## config.mk

```make
export PLATFORM = sky130hd
export DESIGN_NAME = multicycle_ctrl
export DESIGN_NICKNAME = d
export VERILOG_FILES = /design/src/rtl/multicycle_ctrl.sv
export SDC_FILE = /design/constraint.sdc
export NUM_CORES = 1
export LEC_CHECK = 0
export CAP_MARGIN = 0
export CORE_MARGIN = 4
export CORE_UTILIZATION = 41
export CTS_CLUSTER_SIZE = 10
export DETAILED_ROUTE_END_ITERATION = 12
export PLACE_DENSITY = 0.83
export SLEW_MARGIN = 20
export SYNTH_ARGS = -nofsm -noshare
export SYNTH_HDL_FRONTEND = slang
export SYNTH_SLANG_ARGS = --single-unit
```

## constraint.sdc

```tcl
create_clock -name clk -period 4.4 [get_ports clk]
set_clock_uncertainty 0.15 [all_clocks]
set_input_delay 0.88 -clock clk [delete_from_list [all_inputs] [get_ports clk]]
set_output_delay 0.88 -clock clk [all_outputs]
set_load 0.005 [all_outputs]
```

## src/rtl/multicycle_ctrl.sv

```systemverilog
// Main control FSM for the multi-cycle MIPS-subset CPU.
// Sequences fetch/decode/execute/memory/writeback over the shared datapath.
//
// state     | meaning
// ----------+-----------------------------------------------
// FETCH     | read instruction into IR, PC <= PC + 4
// DECODE    | decode IR, precompute branch target into ALUOut
// MEM_ADDR  | compute load/store effective address
// MEM_READ  | read data memory into MDR
// MEM_WB    | write MDR to Rt (LW retires)
// MEM_WRITE | write Rt to memory (SW retires)
// R_EXEC    | R-type ALU operation
// R_WB      | write ALUOut to Rd (R-type retires)
// I_EXEC    | immediate ALU operation
// I_WB      | write ALUOut to Rt (ADDI/XORI retire)
// BRANCH    | compare operands, conditionally load branch target
// JUMP      | load jump target
// JAL       | load jump target, link PC+4 into r31
// JR        | load PC from read1
// ILLEGAL   | unsupported encoding; sticky until reset
module multicycle_ctrl (
    input  logic       clk,
    input  logic       reset,
    input  logic [5:0] op_code,
    input  logic [5:0] func,
    input  logic       zero,
    output logic       pc_we,
    output logic       ir_we,
    output logic       mem_we,
    output logic       mem_src,
    output logic       reg_we,
    output logic [1:0] reg_dst,
    output logic [1:0] wb_src,
    output logic       alu_src_a,
    output logic [1:0] alu_src_b,
    output logic [2:0] alu_op,
    output logic [1:0] pc_src,
    output logic       retire,
    output logic       illegal,
    output logic [3:0] state
);

    typedef enum logic [3:0] {
        S_FETCH     = 4'd0,
        S_DECODE    = 4'd1,
        S_MEM_ADDR  = 4'd2,
        S_MEM_READ  = 4'd3,
        S_MEM_WB    = 4'd4,
        S_MEM_WRITE = 4'd5,
        S_R_EXEC    = 4'd6,
        S_R_WB      = 4'd7,
        S_I_EXEC    = 4'd8,
        S_I_WB      = 4'd9,
        S_BRANCH    = 4'd10,
        S_JUMP      = 4'd11,
        S_JAL       = 4'd12,
        S_JR        = 4'd13,
        S_UNUSED    = 4'd14,
        S_ILLEGAL   = 4'd15
    } state_t;

    localparam logic [5:0] OP_RTYPE = 6'b000000;
    localparam logic [5:0] OP_LW    = 6'b100011;
    localparam logic [5:0] OP_SW    = 6'b101011;
    localparam logic [5:0] OP_ADDI  = 6'b001000;
    localparam logic [5:0] OP_XORI  = 6'b001110;
    localparam logic [5:0] OP_BEQ   = 6'b000100;
    localparam logic [5:0] OP_BNE   = 6'b000101;
    localparam logic [5:0] OP_J     = 6'b000010;
    localparam logic [5:0] OP_JAL   = 6'b000011;

    localparam logic [5:0] FN_ADD = 6'b100000;
    localparam logic [5:0] FN_SUB = 6'b100010;
    localparam logic [5:0] FN_SLT = 6'b101010;
    localparam logic [5:0] FN_JR  = 6'b001000;

    localparam logic [2:0] ALU_ADD = 3'b000;
    localparam logic [2:0] ALU_SUB = 3'b001;
    localparam logic [2:0] ALU_XOR = 3'b010;
    localparam logic [2:0] ALU_SLT = 3'b011;

    state_t state_q, state_d;
    // Remembers load vs store so MEM_ADDR need not look at the IR again.
    logic   is_sw_q, is_sw_d;

    logic fn_alu;
    logic fn_jr;

    always_comb begin
        fn_alu = (func == FN_ADD) || (func == FN_SUB) || (func == FN_SLT);
        fn_jr  = (func == FN_JR);
    end

    always_ff @(posedge clk) begin
        if (reset) begin
            state_q <= S_FETCH;
            is_sw_q <= 1'b0;
        end else begin
            state_q <= state_d;
            is_sw_q <= is_sw_d;
        end
    end

    always_comb begin
        state_d = state_q;
        is_sw_d = is_sw_q;
        case (state_q)
            S_FETCH: state_d = S_DECODE;
            S_DECODE: begin
                is_sw_d = (op_code == OP_SW);
                case (op_code)
                    OP_LW, OP_SW:     state_d = S_MEM_ADDR;
                    OP_ADDI, OP_XORI: state_d = S_I_EXEC;
                    OP_BEQ, OP_BNE:   state_d = S_BRANCH;
                    OP_J:             state_d = S_JUMP;
                    OP_JAL:           state_d = S_JAL;
                    OP_RTYPE: begin
                        if (fn_alu) begin
                            state_d = S_R_EXEC;
                        end else if (fn_jr) begin
                            state_d = S_JR;
                        end else begin
                            state_d = S_ILLEGAL;
                        end
                    end
                    default:          state_d = S_ILLEGAL;
                endcase
            end
            S_MEM_ADDR:  state_d = is_sw_q ? S_MEM_WRITE : S_MEM_READ;
            S_MEM_READ:  state_d = S_MEM_WB;
            S_MEM_WB:    state_d = S_FETCH;
            S_MEM_WRITE: state_d = S_FETCH;
            S_R_EXEC:    state_d = S_R_WB;
            S_R_WB:      state_d = S_FETCH;
            S_I_EXEC:    state_d = S_I_WB;
            S_I_WB:      state_d = S_FETCH;
            S_BRANCH:    state_d = S_FETCH;
            S_JUMP:      state_d = S_FETCH;
            S_JAL:       state_d = S_FETCH;
            S_JR:        state_d = S_FETCH;
            S_ILLEGAL:   state_d = S_ILLEGAL;
            default:     state_d = S_ILLEGAL;
        endcase
    end

    always_comb begin
        pc_we     = 1'b0;
        ir_we     = 1'b0;
        mem_we    = 1'b0;
        mem_src   = 1'b0;
        reg_we    = 1'b0;
        reg_dst   = 2'b00;
        wb_src    = 2'b00;
        alu_src_a = 1'b0;
        alu_src_b = 2'b00;
        alu_op    = ALU_ADD;
        pc_src    = 2'b00;
        retire    = 1'b0;
        illegal   = 1'b0;
        case (state_q)
            S_FETCH: begin
                ir_we     = 1'b1;
                pc_we     = 1'b1;
                alu_src_b = 2'b01;
            end
            S_DECODE: alu_src_b = 2'b11;
            S_MEM_ADDR: begin
                alu_src_a = 1'b1;
                alu_src_b = 2'b10;
            end
            S_MEM_READ: mem_src = 1'b1;
            S_MEM_WB: begin
                reg_we = 1'b1;
                wb_src = 2'b01;
                retire = 1'b1;
            end
            S_MEM_WRITE: begin
                mem_src = 1'b1;
                mem_we  = 1'b1;
                retire  = 1'b1;
            end
            S_R_EXEC: begin
                alu_src_a = 1'b1;
                case (func)
                    FN_SUB:  alu_op = ALU_SUB;
                    FN_SLT:  alu_op = ALU_SLT;
                    default: alu_op = ALU_ADD;
                endcase
            end
            S_R_WB: begin
                reg_we  = 1'b1;
                reg_dst = 2'b01;
                retire  = 1'b1;
            end
            S_I_EXEC: begin
                alu_src_a = 1'b1;
                alu_src_b = 2'b10;
                alu_op    = (op_code == OP_XORI) ? ALU_XOR : ALU_ADD;
            end
            S_I_WB: begin
                reg_we = 1'b1;
                retire = 1'b1;
            end
            S_BRANCH: begin
                alu_src_a = 1'b1;
                alu_op    = ALU_SUB;
                pc_src    = 2'b01;
                retire    = 1'b1;
                pc_we     = (op_code == OP_BNE) ? ~zero : zero;
            end
            S_JUMP: begin
                pc_we  = 1'b1;
                pc_src = 2'b10;
                retire = 1'b1;
            end
            S_JAL: begin
                pc_we   = 1'b1;
                pc_src  = 2'b10;
                reg_we  = 1'b1;
                reg_dst = 2'b10;
                wb_src  = 2'b10;
                retire  = 1'b1;
            end
            S_JR: begin
                pc_we  = 1'b1;
                pc_src = 2'b11;
                retire = 1'b1;
            end
            S_ILLEGAL: illegal = 1'b1;
            default: ;
        endcase
        // Reset suppresses every write and the retire strobe; selects stay live.
        if (reset) begin
            pc_we  = 1'b0;
            ir_we  = 1'b0;
            mem_we = 1'b0;
            reg_we = 1'b0;
            retire = 1'b0;
        end
    end

    assign state = state_q;

endmodule

```

### Word level (Yosys, flattened, before mapping)

Cells that the tools add are included.

* add/subtract/negate cells: 0
* multiply operators: 0
* divide/modulo/power cells: 0
* order comparisons: 0
* equal/unequal tests: 26
* shift-type cells: 0
* mux-type cells: 26
* bitwise operators: 1
* reduce and logical (&&, ||, !) cells: 14

Operator list (number)
* $eq A6 B6 Y1 const B: 5
* $eq A4 B4 Y1 const B: 7
* $pmux W4 S7: 1
* $pmux W4 S6: 1
* $eq A6 B4 Y1 const B: 3
* $pmux W2 S3: 3
* $eq A4 B3 Y1 const B: 4
* $mux W1: 13
* $eq A6 B2 Y1 const B: 2
* $eq A6 B3 Y1 const B: 2
* $pmux W2 S2: 3
* $reduce_or A2 Y1: 6
* $reduce_or A4 Y1: 3
* $eq A4 B2 Y1 const B: 2
* $reduce_or A8 Y1: 1
* $logic_not A6 Y1: 1
* $eq A4 B1 Y1 const B: 1
* $logic_not A4 Y1: 1
* $mux W2: 2
* $mux W4: 1
* $mux W3: 1
* $logic_or A1 B1 Y1: 2
* $pmux W1 S2: 1
* $not A1 Y1: 1

* bits in registers: 5
* bits in latches: 0
* RAM bits: 0
* bits in read-only memories: 0
* input port bits: 15
* output and inout port bits: 23
* word-level logic and storage cells: 69
* memories: 0

### Longest topological paths before layout

Gate-level depths: netlist (run 1).

* depth after elaboration: 6
* gate-level depth with buffers: 6
* gate-level depth less buffers: 5

### Least setup slack after synthesis (run 1)

Ideal clock, no wire load.

* path kind: input port to output port
* start: input port op_code[1]
* end: output port pc_we
* data arrival time: 1.809 ns
* required time: 3.370 ns
* slack: 1.561 ns
* stages: 6
* buffers on the path: 1
* cell sequence: clkbuf_8 -> nor3b_1 -> nand3_1 -> xnor2_1 -> o21ai_0 -> o31ai_1

* cells in the longest elaborated chain, start to end: 4

Ends and longest elaborated chain
* start: declaration: RTL line 24 `input logic [5:0] op_code,`
* $eq A6 B3 Y1: RTL line 209 `pc_we = (op_code == OP_BNE) ? ~zero : zero;`
* $mux W1: RTL line 209
* $pmux W1 S2: RTL line 160 `case (state_q)`
* $mux W1: RTL line 233 `if (reset) begin`
* end: declaration: RTL line 27 `output logic pc_we,`

Every way passes these cells.

### Worst setup path in the final report (run 1)

* start: input port op_code[2]
* end: output port pc_we

The elaborated chain is that of the path after synthesis.

==> impl_metrics.yaml, run 1 <==
cts:
  cts_buffer_depth: 2
  holdBufCountCts: 0
  cts_tree: "yes"
  htreeDepth: 1
  numCtsBuffers: 3
  clock-sinks: 5
  ctsResizeCount: 0
  clk_pin_slew_worst_paths_ns: 0.04
  root_buffer: "clkbuf_4"
  insertion_delay_ns: 0.24
  postCtsSetupBuffers: 0
synthesis:
  synth.most_common_cell: "nor2_1"
  synth_fa_ha_area_frac: 0
  yosys.area.top_type: "dfxtp_1"
  ys_types: 42
  syn_avg_cell_area_um2: 6.82
  syn_nets: 142
  synth_top_family_by_area: "simple AND/OR/NAND/NOR gates"
  ys_warn_count: 0
  synthTopCellsByCount: "nor2_1 (17), nand2_1 (11), a21oi_1 (9)"
  synthFlopType: "dfxtp_1"
  synth_edf_count: 0
  synthSimpleGateAreaFrac: 0.409
  ys_seq_area_frac: 0.116
  syn_inst: 127
  synth_mux_area_frac: 0.0116
  synth-seq-cells: 5
  synth-compound-area-share: 0.260
  async_flop_share: 0
  yosys.area.top_type_share: 0.116
  synth.area.top_cells: "dfxtp_1 (12%), clkbuf_8 (9.5%), nor2_1 (7.4%)"
  synth_xor_area_frac: 0.0303
  syn-cell-area_um2: 866
route:
  avgViaCountPerCell: 5.44
  postRouteAntennaNets: 0
  firstDrtPassIters: 4
  wl_per_cell_um: 12.2
  drtIter0Drc: 17
  drc_errors: 0
  drt-total-wl_um: 2220
  num_vias: 990
power:
  vdd.ir_drop.worst_uv: 310
  p_leak_nw: 0.394
  power_density_nw_per_um2: 376
cells_and_area:
  nets: 171
  drive_gt1_frac: 0.0774
  finalNonFillerCells: 182
  diodes: 0
  area_delta_synth_final_pct: 34.4
  fin_util: 0.587
  fillCellCount: 187
sta:
  hold_viol_final: 0
  max_slew_margin: 0.540
  drv_slew: 0
  max_clock_freq_mhz: 249
  worstMarginPinSlew_ns: 0.689
  period_minus_slack_ns: 4.01
  rsz0062_at_grt: "no"
  tns_ns: 0
  setup_viol_count_final: 0
  worst_slack_ns: 0.386
  finalCritPeriodShare: 0.912
job:
  drv_cap: 0
grt:
  grt-ovfl-total: 0
  grt_usage: 0.169
  grt_max_degree: 26
  grt_pass1_vias: 891
  antenna_found_initial: 0
  grt_pass1_wl_um: 3700
worst_hold_path:
  hp-class: "flop to flop"
  hold_path_depth: 2
  worstHoldStart: "is_sw_q$_SDFFE_PP0P_"
  hold_end: "is_sw_q$_SDFFE_PP0P_"
critical_path:
  end_kind: "primary output"
  critPathMaxFanout: 10
  worstPathArrival_ns: 2.98
  setup.worst_path.start_class: "input pin"
  r2r_start: "state[0]$_SDFF_PP0_"
  cp.required_ns: 3.37
  critical_path_class: "input pin to primary output"
  critical_path.reg2reg.endpoint: "state[3]$_SDFF_PP0_"
  r2r_cells: 4
  r2r_setup_slack_ns: 2.58
placement:
  place_inst: 178
  preCtsSetupSlack_ns: 0.388
  gp_congestion: 0.822
  dp_hpwl_um: 1730
  io_buffers: 36
floorplanning:
  io_pins: 38
  rows: 16
  coreArea_um2: 1980
  die_h_um: 54.0
  die_w_um: 54.0
  design.die.area_um2: 2910
  start_util: 0.437
run_status:
  outcome: "finished clean"
-- area by class of cell --
type                       count  area (um^2)  area share
clock buffer                   3         22.5      0.0194
clock inverter                 1         5.00     0.00430
inverter                       2         7.51     0.00645
multi-input combinational    106          619       0.532
sequential                     5          100      0.0860
tap                           27         33.8      0.0290
timing repair buffer          38          375       0.323
-- per-stage QoR --
step / area [um^2] / hold slack, ns / power [mW]
after floorplan: 866 / 0.304 / 0.280
after global placement: 1140 / 0.328 / 0.379
after detailed placement: 1140 / 0.336 / 0.387
after CTS: 1160 / 0.344 / 0.442
after global routing: 1160 / 0.389 / 0.485
final: 1160 / 0.343 / 0.438
-- layer usage --
layer | routed length [um] | global-route usage
met5 | 0 | 0
met2 | 1150 | 0.302
met4 | 19 | 0.0681
met3 | 98 | 0.0166
met1 | 951 | 0.204
-- critical path, stage by stage --
cell and delay (ns):
clkdlybuf4s50_1 0.67, nor3b_1 0.30, nand3_1 0.13, xnor2_1 0.15, o21ai_0 0.09, o31ai_1 0.22, clkdlybuf4s50_1 0.55
-- worst max path at each step --
| stage | cells after the start | slack (ns) | start | to |
|---|---|---|---|---|
| floorplan | 6 | 1.56 | op_code[1] | pc_we |
| global placement | 7 | 0.42 | op_code[2] | pc_we |
| detailed placement | 7 | 0.39 | op_code[2] | pc_we |
| CTS | 7 | 0.38 | op_code[2] | pc_we |
| global route | 7 | 0.25 | op_code[2] | pc_we |
| finish | 7 | 0.39 | op_code[2] | pc_we |
-- cells by family after synthesis --
kind of cell | after synthesis
other | 1
AOI/OAI and AO/OA | 33
muxes | 1
xor gates and xnor gates | 3
buffers and inverters | 16
and+or+nand+nor | 68
DFF | 5
-- placed cells by master (no fill, tap or decap), types with 2 or more instances in the layout --
master	instances
nor3_1	8
or2_2	2
o211ai_1	2
xnor2_1	2
nor3b_1	4
o21ai_0	7
dfxtp_1	5
o31ai_1	2
nand3_1	5
and2_1	3
clkdlybuf4s50_1	36
clkbuf_4	3
a21oi_1	9
inv_1	2
nor2_1	17
nor2b_1	5
nor4_1	3
or2b_2	2
nand2_1	11
buf_4	2
nand2b_1	6
-- sequential cells by signal, indices dropped and copies added (netlist names) --
register / count
is_sw_q: 1
state: 4
-- power breakdown --
| part | switching (mW) | internal (mW) |
|---|---|---|
| Clock | 0.0180 | 0.0328 |
| Sequential | 0.0597 | 0.0576 |
| Combinational | 0.112 | 0.158 |
| Total | 0.190 | 0.248 |
(Power assumes the default switching activity.)
==> run 2: changes to the inputs <==
--- a/config.mk
+++ b/config.mk
@@ -6,11 +6,12 @@
 export NUM_CORES = 1
 export LEC_CHECK = 0
 export CAP_MARGIN = 0
+export CORE_ASPECT_RATIO = 1.2
 export CORE_MARGIN = 4
 export CORE_UTILIZATION = 41
 export CTS_CLUSTER_SIZE = 10
 export DETAILED_ROUTE_END_ITERATION = 12
-export PLACE_DENSITY = 0.83
+export PLACE_DENSITY = 0.88
 export SLEW_MARGIN = 20
 export SYNTH_ARGS = -nofsm -noshare
 export SYNTH_HDL_FRONTEND = slang
==> impl_metrics.yaml, run 2 (same netlist as run 1, synthesis figures left out) <==
power:
  p_int_mw: 0.250
  swShare: 0.436
  clock_power_share: 0.123
  power.switching_mw: 0.194
  p_leak_nw: 0.396
  power.share.sequential: 0.268
  power_density_nw_per_um2: 383
  power_frac_comb: 0.610
  vdd.ir_drop.worst_uv: 289
  p_total_mw: 0.444
cts:
  htreeDepth: 1
  postCtsSetupBuffers: 0
  cts_buffer_depth: 2
  clock-sinks: 5
  numCtsBuffers: 3
  holdBufCountCts: 0
  root_buffer: "clkbuf_4"
  cts_tree: "yes"
  ctsResizeCount: 0
  clk_pin_slew_worst_paths_ns: 0.05
  insertion_delay_ns: 0.25
critical_path:
  end_kind: "primary output"
  critPathMaxFanout: 8
  crit_family: "buffers and inverters"
  setup.worst_path.start_class: "input pin"
  cpPeakStageDelay_ns: 0.55
  path_buf_inv: 2
  critical_path_class: "input pin to primary output"
  cpMaxStageDelayCell: "clkdlybuf4s50_1"
  crit_top_cell: "clkdlybuf4s50_1"
  worstPathArrival_ns: 2.79
  crit_path_cell_trace: "clkdlybuf4s50_1, nor2_1, nand3_1, xnor2_1, o21ai_0, o31ai_1, clkdlybuf4s50_1"
  cp.required_ns: 3.37
cells_and_area:
  regArea_um2: 100
  final_cell_mix: "clkdlybuf4s50_1 (36), nor2_1 (17), nand2_1 (11), a21oi_1 (9), nor3_1 (8)"
  multiInputGateArea_um2: 619
  final_common_cell: "clkdlybuf4s50_1"
  fillCellCount: 188
  diodes: 0
  drive_gt1_frac: 0.0769
  largest_reg_flops: 4
  nets: 172
  area_delta_synth_final_pct: 34.0
sta:
  setup_viol_count_final: 0
  max_clock_freq_mhz: 261
  hold_viol_final: 0
  worst_slack_ns: 0.576
  drv_slew: 0
  max_slew_margin: 0.506
  finalCritPeriodShare: 0.869
  rsz0062_at_grt: "no"
  period_minus_slack_ns: 3.82
  tns_ns: 0
  whs_ns: 0.347
  worstMarginPinSlew_ns: 0.740
route:
  drt-total-wl_um: 2450
  postRouteAntennaNets: 0
  firstDrtPassIters: 4
  num_vias: 1017
  drc_errors: 0
  drtIter0Drc: 23
  wl_per_cell_um: 14.0
  avgViaCountPerCell: 5.81
floorplanning:
  io_pins: 38
  start_util: 0.452
  rows: 17
  design.die.area_um2: 2910
  coreArea_um2: 1910
  die_h_um: 58.3
  die_w_um: 50.0
grt:
  antenna_found_initial: 0
  grt_max_degree: 26
  grt-ovfl-total: 0
  grt_usage: 0.178
  grt_pass1_vias: 961
  grt_pass1_wl_um: 4140
placement:
  io_buffers: 36
  dp_hpwl_um: 1890
  preCtsSetupSlack_ns: 0.565
  gp_congestion: 0.888
run_status:
  outcome: "finished clean"
worst_hold_path:
  hp-class: "flop to flop"
job:
  drv_cap: 0
-- run 2: changes by cell type in the layout (fill, tap and decap cells not counted), sizes merged --
cell    before  now
buf          2    3
clkbuf       3    4
clkinv       1    0
-- run 2: path summary, 6_finish.rpt --
kind | from | to | slack [ns] | cells after the start
worst max-delay path | op_code[5] | pc_we | 0.58 | 7
worst min-delay path | is_sw_q$_SDFFE_PP0P_ | is_sw_q$_SDFFE_PP0P_ | 0.35 | 2
worst max register to register | state[0]$_SDFF_PP0_ | state[3]$_SDFF_PP0_ | 2.61 | 4
worst min register to register | is_sw_q$_SDFFE_PP0P_ | is_sw_q$_SDFFE_PP0P_ | 0.35 | 2
-- run 2: worst min-delay path, delay by kind of cell, from the launching register on --
family | cells | cell delay (ns)
AND/OR/NAND/NOR | 1 | 0.07
AO/OA/AOI/OAI | 1 | 0.06
flip-flops | 1 | 0.32
-- run 2: routing by layer --
| metal | global-route usage | up-vias | part of all wire |
|---|---|---|---|
| li1 | - | 510 | - |
| met1 | 0.193 | 471 | 0.39 |
| met2 | 0.336 | 31 | 0.54 |
| met3 | 0.0329 | 5 | 0.053 |
| met4 | 0.0751 | 0 | 0.014 |
| met5 | 0 | - | 0 |
-- run 2: power groups by stage --
stage	sequential, mW	combinational [mW]	clock, mW
after global routing	0.125	0.302	0.0612
after floorplan	0.0727	0.208	0
final	0.119	0.271	0.0544
after global placement	0.116	0.266	0
after detailed placement	0.119	0.272	0
after CTS	0.118	0.274	0.0574
-- run 2: through the flow --
step           area (um^2)  instances  utilization
4_1_cts               1160        175        0.606
3_3_place_gp          1130        171        0.592
3_5_place_dp          1130        171        0.592
6_report              1160        175        0.606
5_1_grt               1160        175        0.606
2_1_floorplan          866        127            -
-- run 2: cell type report --
| cell class | instances | share of cell area |
|---|---|---|
| Clock buffer | 4 | 0.0227 |
| Inverter | 2 | 0.00647 |
| Multi-Input combinational cell | 106 | 0.534 |
| Sequential cell | 5 | 0.0863 |
| Tap cell | 19 | 0.0205 |
| Timing Repair Buffer | 39 | 0.330 |
